$ cat config.mk
export PLATFORM = sky130hd
export DESIGN_NAME = game_round_ctrl
export DESIGN_NICKNAME = d
export VERILOG_FILES = /design/src/rtl/game_pkg.sv /design/src/rtl/game_tick_gen.sv /design/src/rtl/game_round_ctrl.sv
export SDC_FILE = /design/constraint.sdc
export NUM_CORES = 1
export LEC_CHECK = 0
export CELL_PAD_IN_SITES_DETAIL_PLACEMENT = 0
export CELL_PAD_IN_SITES_GLOBAL_PLACEMENT = 1
export CORE_MARGIN = 4
export CORE_UTILIZATION = 30
export DETAILED_ROUTE_END_ITERATION = 12
export PLACE_DENSITY_LB_ADDON = 0.1
export SYNTH_ARGS = -nofsm -noshare
export SYNTH_HDL_FRONTEND = slang
export SYNTH_HIERARCHICAL = 1
export SYNTH_SLANG_ARGS = --single-unit
$ cat constraint.sdc
create_clock -name clk -period 8 [get_ports clk]
set_input_delay 1.2 -clock clk [delete_from_list [all_inputs] [get_ports clk]]
set_output_delay 1.2 -clock clk [all_outputs]
set_load 0.05 [all_outputs]
$ cat src/rtl/game_pkg.sv
// game_pkg: shared phase encoding and widths for the reaction-game round sequencer
package game_pkg;
  typedef enum logic [1:0] {IDLE = 2'd0, ARM = 2'd1, PLAY = 2'd2, DONE = 2'd3} phase_t;
  localparam int SCORE_W = 7;
  localparam int TIME_W = 6;
  localparam int SETTLE_CYC = 2;
endpackage

$ cat src/rtl/game_tick_gen.sv
// game_tick_gen: one-second and LED-change prescaler with clear and fast-pace select
module game_tick_gen #(
  parameter int TICKS_PER_SEC = 50000000,
  parameter int CHANGE_DIV = 2
) (
  input  logic clk,
  input  logic rst,
  input  logic clr,
  input  logic fast,
  output logic sec_tick,
  output logic chg_tick
);
  localparam int W = $clog2(TICKS_PER_SEC);
  localparam int P = TICKS_PER_SEC / CHANGE_DIV;
  localparam int PF = (P / 2 < 1) ? 1 : P / 2;
  localparam logic [W-1:0] SEC_MAX = W'(TICKS_PER_SEC - 1);
  localparam logic [W-1:0] P_MAX = W'(P - 1);
  localparam logic [W-1:0] PF_MAX = W'(PF - 1);
  logic [W-1:0] sc, cc;
  logic fast_q;
  assign sec_tick = sc == SEC_MAX;
  assign chg_tick = cc == (fast_q ? PF_MAX : P_MAX);
  // pace is latched only at a change-period boundary so a period is never cut short
  always_ff @(posedge clk)
    if (!rst) begin
      sc <= '0;
      cc <= '0;
      fast_q <= 1'b0;
    end else if (clr) begin
      sc <= '0;
      cc <= '0;
      fast_q <= fast;
    end else begin
      sc <= sec_tick ? '0 : sc + 1'b1;
      cc <= chg_tick ? '0 : cc + 1'b1;
      if (chg_tick) fast_q <= fast;
    end
endmodule

$ cat src/rtl/game_round_ctrl.sv
// game_round_ctrl: arm/play/done round sequencer with session high score
module game_round_ctrl
  import game_pkg::*;
#(
  parameter int TICKS_PER_SEC = 50000000,
  parameter int CHANGE_DIV = 2,
  parameter int FAST_SCORE = 20,
  parameter int ROUND_SEC = 30,
  parameter int ARM_SEC = 3
) (
  input  logic               clk,
  input  logic               rst,
  input  logic               go,
  input  logic [SCORE_W-1:0] score_in,
  output logic               start,
  output logic               change,
  output logic [TIME_W-1:0]  time_left,
  output logic [1:0]         phase,
  output logic [SCORE_W-1:0] high_score,
  output logic               new_record,
  output logic               game_over
);
  phase_t state, nxt;
  logic go_q, go_rise, sec_tick, chg_tick, clr, fast, last_sec, settled;
  logic [1:0] st;
  assign go_rise = go & ~go_q;
  assign fast = score_in >= SCORE_W'(FAST_SCORE);
  assign last_sec = sec_tick && time_left == TIME_W'(1);
  assign settled = st > 2'(SETTLE_CYC);
  assign clr = nxt != state;
  assign phase = state;
  always_comb begin
    nxt = state;
    case (state)
      IDLE: nxt = go_rise ? ARM : IDLE;
      ARM:  nxt = last_sec ? PLAY : ARM;
      PLAY: nxt = last_sec ? DONE : PLAY;
      DONE: nxt = (go_rise && settled) ? ARM : DONE;
    endcase
  end
  game_tick_gen #(.TICKS_PER_SEC(TICKS_PER_SEC), .CHANGE_DIV(CHANGE_DIV)) u_tick (
    .clk(clk), .rst(rst), .clr(clr), .fast(fast), .sec_tick(sec_tick), .chg_tick(chg_tick)
  );
  always_ff @(posedge clk)
    if (!rst) begin
      state <= IDLE;
      go_q <= 1'b1;
      st <= '0;
      time_left <= '0;
      start <= 1'b0;
      change <= 1'b0;
      game_over <= 1'b0;
      high_score <= '0;
      new_record <= 1'b0;
    end else begin
      go_q <= go;
      state <= nxt;
      start <= nxt == PLAY;
      change <= nxt == PLAY && (clr || chg_tick);
      game_over <= nxt == DONE && clr;
      st <= clr ? '0 : settled ? st : st + 1'b1;
      time_left <= clr ? (nxt == ARM ? TIME_W'(ARM_SEC) : nxt == PLAY ? TIME_W'(ROUND_SEC) : '0)
                       : (sec_tick && time_left != '0) ? time_left - 1'b1 : time_left;
      // score is stable by now: the datapath has seen start low for two cycles
      if (state == DONE && st == 2'(SETTLE_CYC)) begin
        new_record <= score_in > high_score;
        high_score <= score_in > high_score ? score_in : high_score;
      end
    end
endmodule

==> qor.yml <==
clk_latency_ns: 0.34
hold_slack_ns: 0.4699
period_share_pct: 41.93
worst_ep_required_time_ns: 8.18
route.detailed.drc: 0
finalCriticalPeriod_ns: 3.354
total_leakage_power_nw: 1.547
max_freq_mhz: 298.1
cts_buffers: 9
drtAntennaViolNets: 0
synth.cell_area_um2: 3885
final_area_um2: 4609
critPathCaptureType: "flip-flop"
outcome: "complete, no violations"
nets: 484
rsz0062_at_grt: "no"
die_x_um: 121.8
powerDensity_nw_per_um2: 191.1
worstMarginPinSlew_ns: 1.101
synth_largest_area_cell: "dfxtp_1"
relSlewSlack_pct: 26.59
gp_congestion: 0.7112
ys.flop_type: "dfxtp_1"
n_antenna_cell: 0
ys_ff_latch: 75
root_buffer: "clkbuf_16"
row_count: 41
synth.avg_cell_area_um2: 8.993
fin_util_pct: 36.38
ys_warn_count: 6
final-hold-violation-count: 0
postCtsSetupRepairBufs: 0
finalPower_uw: 880.9
cts_tree: "built"
setup_viol_count_final: 0
clk_pin_slew_worst_paths_ns: 0.06
regArea_um2: 1501
area_delta_synth_final_pct: 18.65
grt_overflow: 0
tns_ns: 0
wl_per_cell_um: 13.14
wl_um: 8329
dpl.hpwl_um: 5829
cp_cell_sequence: "ha_1, and4_1, nand2_2, nor3_1, nand2_1, o311a_4, or2_4, inv_2, nor2b_1, o31ai_4, nor2_1"
ctsHoldBuffers: 0
place_ws_ns: 4.529
r2r_start: "u_tick/sc[0]"
grt.total_usage_pct: 11.99
start_util_pct: 30.66
die_y_um: 121.8
grt_max_degree: 29
synth-edff-count: 0
synthCells: 432
crit_path_start_kind: "flip-flop"
cts.path.max_buffers: 2
path_class: "reg -> reg"
worstHoldStart: "u_tick/sc[0]"
dpl.cell_count: 618
num_io_pins: 29
cts_resized: 0
design.core.area_um2: 12670
htree_levels: 3
arrival_ns: 3.53
grt_pass1_vias: 2981
drive_gt1_share_pct: 7.359
drv_cap: 0
layout_commonest_cell: "dfxtp_1"
synth-seq-area-share_pct: 38.65
viasPerCell: 4.940
final_cell_mix: "dfxtp_1, a21oi_1, nor2_1"
slew_viol_final: 0
ys_top_cells_by_area: "dfxtp_1, ha_1, a21oi_1"
fin_skew_ns: 0.009936
multiInputGateArea_um2: 2197
hp-class: "reg -> reg"
placed_cell_area_um2: 4280
clkSinkCount: 75
async_flop_share_pct: 0
synth_top_area_share_pct: 38.65
syn-num-nets: 459
slowest_stage: "nor3_1"
grt_pass1_wl_um: 14150
critical_path.max_stage_delay_ns: 0.61
vias: 3132
n_fill_cell: 1308
drt_iter0_drc: 175
ir_worst_vdd_mv: 0.08642
ys_types: 64
antenna_found_initial: 0
cp_max_fo: 26
setup_ws_ns: 4.646
dr.pass1.iters: 4
io_buffers: 28
crit_start: "u_tick/sc[0]"
die-area_um2: 14830
fin_cells: 634
[area by class of cell]
type / instances / area share [%]
timing repair buffer: 29 / 6.243
sequential: 75 / 32.57
clock buffer: 12 / 5.565
clock inverter: 4 / 1.574
inverter: 21 / 1.710
multi-input combinational: 321 / 47.67
tap: 172 / 4.669
[per-layer routing]
layer | global-route usage (%) | vias up | part of all wire [%]
li1 | - | 1633 | -
met1 | 14.28 | 1459 | 48
met2 | 19.92 | 33 | 48
met3 | 4.643 | 7 | 3.3
met4 | 3.782 | 0 | 1.3
met5 | 0 | - | 0
[power by group]
group	total [mW]	internal, mW	switching, mW
Combinational	0.0481	0.0197	0.0284
Clock	0.445	0.290	0.156
Sequential	0.388	0.380	0.00740
Total	0.881	0.690	0.191
[Yosys cell counts (all sizes together) (2+ instances only)]
master	count
or4b	2
and4bb	2
mux2i	9
and2	6
or4	17
a22oi	2
a211oi	2
ha	17
a21boi	2
xnor2	7
and4	8
nor4b	3
a21oi	34
nor2	33
o21a	2
o31ai	19
inv	21
nor3b	2
buf	11
nand4	14
nor4bb	2
nand2	32
nand3	23
or3	10
nor2b	5
xor2	18
o41ai	2
and3	9
nor3	5
clkbuf	3
dfxtp	75
o21ai	15
nand2b	3
[logic make-up after synthesis]
kind of cell,after synthesis,synth area share (%)
XOR/XNOR,25,5.636
adder cells (fa/ha/maj),17,5.475
AO/OA/AOI/OAI,86,14.94
multiplexers,10,2.609
buffers and inverters,36,4.798
flip-flops,75,38.65
AND/OR/NAND/NOR,183,27.89
[final timing paths]
kind,end,depth (start not counted),slack (ns)
worst min register to register,u_tick/sc[0],1,0.47
worst max register to register,u_tick/cc[2],11,4.65
worst max-delay path,u_tick/cc[2],11,4.65
worst min-delay path,u_tick/sc[0],1,0.47
[flip-flops by register name, summed over array words and instances (netlist names)]
register	flops
change	1
game_over	1
go_q	1
high_score	7
new_record	1
phase	2
st	2
start	1
time_left	6
u_tick/cc	26
u_tick/fast_q	1
u_tick/sc	26
[worst max-delay path: cells and delay by family (launching register included)]
kind	cells	cell delay, ns
fa+ha+maj	1	0.22
simple gates	7	1.82
compound gates	2	0.65
flops	1	0.38
buf+inv	1	0.10
No activity file was read; power rests on OpenSTA's default activity.
